**config.mk**
```make
export PLATFORM = sky130hd
export DESIGN_NAME = mult_div_unit
export DESIGN_NICKNAME = d
export VERILOG_FILES = /design/src/rtl/mult_div_pkg.sv /design/src/rtl/mult_div_unit.sv
export SDC_FILE = /design/constraint.sdc
export NUM_CORES = 1
export LEC_CHECK = 0
export ABC_AREA = 1
export CELL_PAD_IN_SITES_DETAIL_PLACEMENT = 1
export CELL_PAD_IN_SITES_GLOBAL_PLACEMENT = 1
export CORE_MARGIN = 4
export CORE_UTILIZATION = 31
export CTS_CLUSTER_SIZE = 8
export DETAILED_ROUTE_END_ITERATION = 10
export GPL_TIMING_DRIVEN = 1
export PLACE_DENSITY = 0.63
export SLEW_MARGIN = 10
export SYNTH_ARGS = -nofsm -noshare
export SYNTH_HDL_FRONTEND = slang
export SYNTH_SLANG_ARGS = --single-unit
```
**constraint.sdc**
```tcl
create_clock -name clk -period 9.82 [get_ports clk]
set_clock_uncertainty 0.05 [all_clocks]
set_input_delay 2.946 -clock clk [delete_from_list [all_inputs] [get_ports clk]]
set_output_delay 2.946 -clock clk [all_outputs]
set_load 0.01 [all_outputs]
```
**src/rtl/mult_div_pkg.sv**
```systemverilog
// ---------------------------------------------------------------------------
// mult_div_pkg
//   Shared definitions for the multi-cycle multiply/divide unit: FSM state
//   encoding, default operand width and the start-to-done latency that the
//   control unit's wait counter also relies on.
// Revision: 1.0
// ---------------------------------------------------------------------------
`default_nettype none

package mult_div_pkg;

  localparam int MD_WIDTH   = 32;
  localparam int MD_LATENCY = MD_WIDTH + 1;

  typedef enum logic [1:0] {
    IDLE = 2'd0,
    MULT = 2'd1,
    DIV  = 2'd2,
    DONE = 2'd3
  } md_state_t;

endpackage

`default_nettype wire

```
**src/rtl/mult_div_unit.sv**
```systemverilog
// ---------------------------------------------------------------------------
// mult_div_unit
//   Iterative signed multiply (radix-2 Booth) and signed divide (restoring,
//   on magnitudes, truncating toward zero). One shared accumulator/counter.
//   Ports:
//     clk, reset (async, active-low)
//     mult_start / div_start : one-cycle start strobes (multiply has priority)
//     a, b                   : operands, sampled in the start cycle only
//     busy                   : FSM not idle
//     done                   : one-cycle pulse, hi/lo valid from here on
//     div_zero               : with done when the divisor was zero
//     hi, lo                 : product high/low, or remainder/quotient
// Revision: 1.0
// ---------------------------------------------------------------------------
`default_nettype none

module mult_div_unit
  import mult_div_pkg::*;
#(
  parameter int WIDTH = MD_WIDTH
) (
  input  logic             clk,
  input  logic             reset,
  input  logic             mult_start,
  input  logic             div_start,
  input  logic [WIDTH-1:0] a,
  input  logic [WIDTH-1:0] b,
  output logic             busy,
  output logic             done,
  output logic             div_zero,
  output logic [WIDTH-1:0] hi,
  output logic [WIDTH-1:0] lo
);

  localparam int CW = $clog2(WIDTH + 1);
  localparam logic [CW-1:0] CNT_LAST = CW'(WIDTH - 1);
  localparam logic [CW-1:0] CNT_MAX  = CW'(WIDTH);

  md_state_t          r_state;
  md_state_t          w_next;
  logic [CW-1:0]      r_cnt;
  logic [2*WIDTH:0]   r_acc;      // mult: {A, Q, q-1}; div: {0, R, Q}
  logic [WIDTH-1:0]   r_opd;      // multiplicand, or divisor magnitude
  logic               r_neg_q;
  logic               r_neg_r;
  logic [WIDTH-1:0]   r_hi;
  logic [WIDTH-1:0]   r_lo;
  logic               r_busy;
  logic               r_done;
  logic               r_dz;

  logic               w_last;
  logic               w_b_zero;
  logic [WIDTH-1:0]   w_abs_a;
  logic [WIDTH-1:0]   w_abs_b;
  logic [WIDTH:0]     w_a_ext;
  logic [WIDTH:0]     w_m_ext;
  logic [WIDTH:0]     w_bsum;
  logic [2*WIDTH:0]   w_booth_acc;
  logic [WIDTH:0]     w_shift;
  logic [WIDTH:0]     w_diff;
  logic               w_fit;
  logic [WIDTH-1:0]   w_rem;
  logic [2*WIDTH:0]   w_div_acc;
  logic [WIDTH-1:0]   w_quot_s;
  logic [WIDTH-1:0]   w_rem_s;

  assign w_last   = (r_cnt == CNT_LAST);
  assign w_b_zero = (b == '0);
  assign w_abs_a  = a[WIDTH-1] ? -a : a;
  assign w_abs_b  = b[WIDTH-1] ? -b : b;

  // Booth step. A is widened by one bit so that subtracting the most
  // negative multiplicand cannot overflow; the widened sum concatenated with
  // Q is exactly the arithmetically shifted accumulator.
  assign w_a_ext = {r_acc[2*WIDTH], r_acc[2*WIDTH:WIDTH+1]};
  assign w_m_ext = {r_opd[WIDTH-1], r_opd};

  always_comb begin
    w_bsum = w_a_ext;
    case (r_acc[1:0])
      2'b01:   w_bsum = w_a_ext + w_m_ext;
      2'b10:   w_bsum = w_a_ext - w_m_ext;
      default: w_bsum = w_a_ext;
    endcase
  end

  assign w_booth_acc = {w_bsum, r_acc[WIDTH:1]};

  // Restoring divide step on {R, Q}: shift left, trial-subtract the divisor,
  // keep the difference when it does not borrow.
  assign w_shift   = {r_acc[2*WIDTH-1:WIDTH], r_acc[WIDTH-1]};
  assign w_diff    = w_shift - {1'b0, r_opd};
  assign w_fit     = ~w_diff[WIDTH];
  assign w_rem     = w_fit ? w_diff[WIDTH-1:0] : w_shift[WIDTH-1:0];
  assign w_div_acc = {1'b0, w_rem, r_acc[WIDTH-2:0], w_fit};

  assign w_quot_s = r_neg_q ? -w_div_acc[WIDTH-1:0] : w_div_acc[WIDTH-1:0];
  assign w_rem_s  = r_neg_r ? -w_div_acc[2*WIDTH-1:WIDTH]
                            : w_div_acc[2*WIDTH-1:WIDTH];

  // Next-state logic
  always_comb begin
    w_next = r_state;
    case (r_state)
      IDLE: begin
        if (mult_start)     w_next = MULT;
        else if (div_start) w_next = w_b_zero ? DONE : DIV;
      end
      MULT:    if (w_last) w_next = DONE;
      DIV:     if (w_last) w_next = DONE;
      DONE:    w_next = IDLE;
      default: w_next = IDLE;
    endcase
  end

  always_ff @(posedge clk or negedge reset) begin
    if (!reset) r_state <= IDLE;
    else        r_state <= w_next;
  end

  // Datapath and registered outputs
  always_ff @(posedge clk or negedge reset) begin
    if (!reset) begin
      r_cnt   <= '0;
      r_acc   <= '0;
      r_opd   <= '0;
      r_neg_q <= 1'b0;
      r_neg_r <= 1'b0;
      r_hi    <= '0;
      r_lo    <= '0;
      r_busy  <= 1'b0;
      r_done  <= 1'b0;
      r_dz    <= 1'b0;
    end else begin
      r_busy <= (w_next != IDLE);
      r_done <= (w_next == DONE);
      r_dz   <= 1'b0;
      case (r_state)
        IDLE: begin
          if (mult_start) begin
            r_opd <= a;
            r_acc <= {{WIDTH{1'b0}}, b, 1'b0};
            r_cnt <= '0;
          end else if (div_start) begin
            if (w_b_zero) begin
              r_dz <= 1'b1;
            end else begin
              r_opd   <= w_abs_b;
              r_acc   <= {1'b0, {WIDTH{1'b0}}, w_abs_a};
              r_neg_q <= a[WIDTH-1] ^ b[WIDTH-1];
              r_neg_r <= a[WIDTH-1];
              r_cnt   <= '0;
            end
          end
        end
        MULT: begin
          r_acc <= w_booth_acc;
          if (r_cnt != CNT_MAX) r_cnt <= r_cnt + 1'b1;
          if (w_last) begin
            r_hi <= w_booth_acc[2*WIDTH:WIDTH+1];
            r_lo <= w_booth_acc[WIDTH:1];
          end
        end
        DIV: begin
          r_acc <= w_div_acc;
          if (r_cnt != CNT_MAX) r_cnt <= r_cnt + 1'b1;
          if (w_last) begin
            r_hi <= w_rem_s;
            r_lo <= w_quot_s;
          end
        end
        default: ;
      endcase
    end
  end

  assign busy     = r_busy;
  assign done     = r_done;
  assign div_zero = r_dz;
  assign hi       = r_hi;
  assign lo       = r_lo;

endmodule

`default_nettype wire
```
== Word level (Yosys, flattened, before mapping) ==
Cells that the tools add are included.

* Register bits after elaboration: 174
* Input bits: 68
* Output and inout bits: 67
* Logic and storage cells: 83

* $add $sub $neg: 8
* Eq/ne operators: 14
* Multiplexer cells: 33
* Bitwise gates (word level): 4
* Reductions and logical operators: 13

{| class="wikitable"
|+ Operators by type and width
! cell !! number
|-
| $mux W32 || 12
|-
| $mux W65 || 3
|-
| $pmux W65 S3 || 1
|-
| $neg A32 Y32 || 4
|-
| $pmux W32 S2 || 2
|-
| $pmux W33 S2 || 1
|-
| $add A32 B32 Y33 || 1
|-
| $sub A32 B32 Y33 || 1
|-
| $sub A33 B32 Y33 || 1
|-
| $logic_not A32 Y1 || 1
|-
| $mux W6 || 4
|-
| $pmux W6 S2 || 1
|-
| $reduce_and A3 Y1 || 3
|-
| $eq A2 B2 Y1 const B || 4
|-
| $reduce_and A4 Y1 || 2
|-
| $reduce_bool A2 Y1 || 4
|-
| $add A6 B1 Y6 const B || 1
|-
| $eq A6 B5 Y1 const B || 1
|-
| $mux W2 || 3
|-
| $ne A2 B2 Y1 const B || 3
|-
| $ne A3 B3 Y1 const B || 2
|-
| $ne A6 B6 Y1 const B || 1
|-
| $pmux W2 S3 || 1
|-
| $mux W1 || 5
|-
| 7 further kinds || 10
|}

== Depth between registers and ports, before layout ==
* Depth in word-level cells: 6
* Mapped depth: 29
* Mapped depth without buffers: 29

== Worst setup path after synthesis ==
No wires, ideal clock.

* Path kind: input to register
* Start: input port b[0]
* End: register r_opd[30]
* Setup time: 0.131 ns
* Arrival time: 4.762 ns
* Required time: 9.639 ns
* Slack: 4.876 ns
* Stages on the path: 15
* Path buffers: 0
* Path through: inv_1 ha_1 inv_1 nor3_1 nand3_1 nor3_1 nand2_1 nor2_1 nand3_1 nor3_1 nand3_1 nand3_1 nand2_1 o221ai_1 o21ai_0

* Cells in the longest elaborated chain, start to end: 5
* Elaborated cells between the ends (all ways): 8
* Classes of those cells: 1 x add/sub; 1 x eq/ne; 4 x mux; 2 x reduce/logical

{| class="wikitable"
|+ RTL lines
! item !! line !! text
|-
| start: declaration || mult_div_unit.sv:27 || <nowiki>input logic [WIDTH-1:0] b,</nowiki>
|-
| $neg A32 Y32 || mult_div_unit.sv:71 || <nowiki>assign w_abs_b = b[WIDTH-1] ? -b : b;</nowiki>
|-
| $mux W32 || mult_div_unit.sv:71 ||
|-
| $mux W32 || mult_div_unit.sv:146 || <nowiki>if (w_b_zero) begin</nowiki>
|-
| $mux W32 || mult_div_unit.sv:145 || <nowiki>end else if (div_start) begin</nowiki>
|-
| $mux W32 || mult_div_unit.sv:141 || <nowiki>if (mult_start) begin</nowiki>
|-
| end signal: assignment || mult_div_unit.sv:149 || <nowiki>r_opd <= w_abs_b;</nowiki>
|-
| end: declaration || mult_div_unit.sv:43 || <nowiki>logic [WIDTH-1:0] r_opd;</nowiki>
|}

Parallel ways exist; a longest one is shown, timed or not. The select of a mux whose other input is x is not followed.
A chain may end at the register's enable or synchronous reset.

== Worst setup path in the final report ==
* Start: input port b[3]
* End: register r_cnt[4]

* Cells in the longest elaborated chain, start to end: 3

{| class="wikitable"
|+ RTL lines
! item !! line !! text
|-
| $logic_not A32 Y1 || mult_div_unit.sv:69 || <nowiki>assign w_b_zero = (b == '0);</nowiki>
|-
| $ne A3 B3 Y1 (no source line) || - ||
|-
| $reduce_and A4 Y1 (no source line) || - ||
|-
| end signal: assignment || mult_div_unit.sv:159 || <nowiki>if (r_cnt != CNT_MAX) r_cnt <= r_cnt + 1'b1;</nowiki>
|-
| end signal: assignment || mult_div_unit.sv:167 || <nowiki>if (r_cnt != CNT_MAX) r_cnt <= r_cnt + 1'b1;</nowiki>
|-
| end: declaration || mult_div_unit.sv:41 || <nowiki>logic [CW-1:0] r_cnt;</nowiki>
|}

Every way passes these cells.

==> results.sh <==
export IMPL_cts_buffer_depth=2
export IMPL_worstSetupPathDepth=13
export IMPL_min_period_ns=6.34
export IMPL_antenna_found_initial=0
export IMPL_ctsHoldBuffers=0
export IMPL_drt_iter0_drc=1179
export IMPL_die_h_um=248
export IMPL_syn_area_um2=17800
export IMPL_root_buffer="clkbuf_16"
export IMPL_status="completed"
export IMPL_hold_end="hi[20]$_DFFE_PN0P_"
export IMPL_p_per_area_nw_per_um2=280
export IMPL_hold_start="hi[20]$_DFFE_PN0P_"
export IMPL_syn_to_final_growth_pct=14.6
export IMPL_yosysSeqAreaShare_pct=24.5
export IMPL_synth_distinct_cells=58
export IMPL_synthArstFlopShare_pct=100
export IMPL_cap_violations=0
export IMPL_numCtsBuffers=17
export IMPL_hold_ws_ns=0.431
export IMPL_peakVddDrop_mv=0.194
export IMPL_final_layout_size_suffix_gt1_share_pct=4.06
export IMPL_top_level_ports=135
export IMPL_synth_edf_count=0
export IMPL_r2r_start="r_acc[31]$_DFFE_PN0P_"
export IMPL_cts_tree="done"
export IMPL_crit_type="primary input to flop"
export IMPL_cts_resized=0
export IMPL_synthCells=2902
export IMPL_grt_pass1_wl_um=127000
export IMPL_syn_nets=3048
export IMPL_htreeDepth=4
export IMPL_worstPathRequired_ns=10.17
export IMPL_hpwlAfterDp_um=69000
export IMPL_ys_seq_elements=174
export IMPL_place_gp_congestion=0.960
export IMPL_nets=3113
export IMPL_wl_per_cell_um=22.7
export IMPL_grt_max_degree=107
export IMPL_rsz0062_at_grt="no"
export IMPL_setup_violations=0
export IMPL_clock_fmax_ghz=0.158
export IMPL_path_max_fanout=87
export IMPL_drc=0
export IMPL_first_pass_iters=5
export IMPL_finalHoldViolCount=0
export IMPL_hold_path_class="flop to flop"
export IMPL_endpoint_kind="flop"
export IMPL_vias_per_cell=5.41
export IMPL_overflow=0
export IMPL_timing_rr_end="lo[30]$_DFFE_PN0P_"
export IMPL_antenna_left=0
export IMPL_cts_sinks=174
export IMPL_cp_top_family="simple AND/OR/NAND/NOR gates"
export IMPL_max_stage_delay_ns=0.64
export IMPL_antenna_cells=0
export IMPL_wirelength_um=84800
export IMPL_rows=87
export IMPL_dieArea_um2=61300
export IMPL_worst_path_max_delay_cell="clkdlybuf4s50_1"
export IMPL_r2r_slack_ns=4.17
export IMPL_tns_ns=0
export IMPL_die_x_um=248
export IMPL_min_path_cells=2
export IMPL_yosysWarningCount=0
export IMPL_relSlewSlack_pct=34.4
export IMPL_synth_ff_type="dfrtp_1"
export IMPL_drv_slew=0
export IMPL_path_buf_inv=4
export IMPL_min_period_over_period_pct=64.6
export IMPL_cts_setup_buffers=0
export IMPL_core_area_um2=56600
export IMPL_r2r_cells=28
export IMPL_start_util_pct=31.4
export IMPL_numPortBuffers=134
export IMPL_worstMarginPinSlew_ns=0.985
export IMPL_grt_usage_pct=27.5
export IMPL_critical_path_arrival_ns=6.69
export IMPL_syn_avg_cell_area_um2=6.13
export IMPL_route_vias_total=20200
export IMPL_clkTransAtPathRegs_ns=0.08
export IMPL_path_cells="clkdlybuf4s50_1 > nor3_1 > nand3_1 > nor3_1 > nand4_1 > nand3_1 > o21ai_4 > buf_4 > nand2_1 > inv_1 > nand2_1 > inv_1 > a211oi_1"
export IMPL_grt_pass1_vias=21100
export IMPL_p_leak_uw=0.00982
export IMPL_clock_latency_ns=0.50
export IMPL_critPathLaunchType="primary input"
## cell usage in the layout (no fill, tap or decap), types with 14 or more instances in the layout
cell | synthesis | routed
a21oi_1 | 120 | 119
a31oi_1 | 25 | 25
buf_4 | 4 | 21
clkbuf_16 | 0 | 17
clkdlybuf4s50_1 | 0 | 133
dfrtp_1 | 174 | 174
ha_1 | 76 | 75
inv_1 | 351 | 349
nand2_1 | 862 | 862
nand2_2 | 17 | 17
nand3_1 | 168 | 168
nand3b_1 | 16 | 16
nand4_1 | 49 | 49
nor2_1 | 279 | 278
nor2_2 | 13 | 14
nor3_1 | 46 | 46
nor4_1 | 14 | 14
o211ai_1 | 52 | 52
o21ai_0 | 246 | 246
o21ai_1 | 16 | 15
o221ai_1 | 19 | 19
o22ai_1 | 25 | 25
xnor2_1 | 22 | 22
xor2_1 | 81 | 81
## per-layer routing
layer / track usage [%] / vias to the layer above / share of wire (%)
li1: - / 9671 / -
met1: 32.4 / 9906 / 41
met2: 49.4 / 466 / 50
met3: 3.23 / 164 / 3.3
met4: 13.9 / 0 / 5.7
met5: 0 / - / 0
## flip-flops by register name (all words and copies together), names as in the netlist
name and count:
r_neg_r 1, r_neg_q 1, lo 32, r_cnt 6, busy 1, r_opd 32
r_acc 65, div_zero 1, done 1, r_state 2, hi 32
## report_power, final
part	switching, uW	leakage, uW	total (uW)	internal, uW
registers	305	0.00211	1170	864
logic	2650	0.00743	3830	1180
clock network	361	0.000286	722	360
## worst max path at each step
stage | start | to
final | b[3] | r_cnt[4]$_DFFE_PN0P_
after global placement | b[0] | r_cnt[5]$_DFFE_PN0P_
after floorplan | b[0] | r_opd[30]$_DFFE_PN0P_
after detailed placement | b[0] | r_cnt[5]$_DFFE_PN0P_
after global routing | b[0] | r_cnt[5]$_DFFE_PN0P_
after CTS | b[0] | r_cnt[5]$_DFFE_PN0P_
## final cells by class
type	instances	area [um^2]
Timing Repair Buffer	155	1500
Clock inverter	14	153
Sequential cell	174	4350
Multi-Input combinational cell	2255	11600
Clock buffer	18	429
Fill cell	7452	36200
Inverter	364	1370
Tap cell	756	946
## per-stage QoR
step,instance area (um^2),power (uW),worst slack [ns],std cells,util (%)
floorplan,17800,3630,4.88,2902,-
global placement,19800,4920,3.13,3704,35.0
detailed placement,19800,5000,3.02,3704,35.0
CTS,20400,5750,3.57,3736,36.0
global route,20400,6220,3.06,3736,36.0
finish,20400,5720,3.48,3736,36.0
## kinds of logic after synthesis
group	Yosys count	share of synthesized area, %
adders and majority gates	78	5.57
buffers and inverters	473	10.4
xor gates and xnor gates	103	5.07
muxes	2	0.112
AOI/OAI and AO/OA	586	19.4
and+or+nand+nor	1486	35.1
DFF	174	24.5
## Yosys cell counts (7+ instances only)
| cell | number | area, um^2 |
|---|---|---|
| a21o_1 | 11 | 82.6 |
| a21oi_1 | 120 | 601 |
| a221oi_1 | 7 | 61.3 |
| a22oi_1 | 11 | 82.6 |
| a31oi_1 | 25 | 156 |
| buf_1 | 11 | 41.3 |
| clkbuf_1 | 82 | 308 |
| dfrtp_1 | 174 | 4350 |
| ha_1 | 76 | 951 |
| inv_1 | 351 | 1320 |
| inv_2 | 11 | 41.3 |
| nand2_1 | 862 | 3240 |
| nand2_2 | 17 | 106 |
| nand3_1 | 168 | 841 |
| nand3b_1 | 16 | 120 |
| nand4_1 | 49 | 307 |
| nor2_1 | 279 | 1050 |
| nor2_2 | 13 | 81.3 |
| nor3_1 | 46 | 230 |
| nor4_1 | 14 | 87.6 |
| o211ai_1 | 52 | 390 |
| o21ai_0 | 246 | 1230 |
| o21ai_1 | 16 | 80.1 |
| o21bai_1 | 9 | 67.6 |
| o221ai_1 | 19 | 166 |
| o22ai_1 | 25 | 156 |
| o31ai_1 | 12 | 90.1 |
| xnor2_1 | 22 | 193 |
| xor2_1 | 81 | 709 |
## worst register-to-register path, delay by kind of cell, from the launching register on
kind / cells / cell delay (ns)
and+or+nand+nor: 18 / 3.14
adders and majority gates: 3 / 0.95
AOI/OAI and AO/OA: 3 / 0.51
DFF: 1 / 0.48
buffers and inverters: 4 / 0.41
Power figures use the tool's default switching activity.
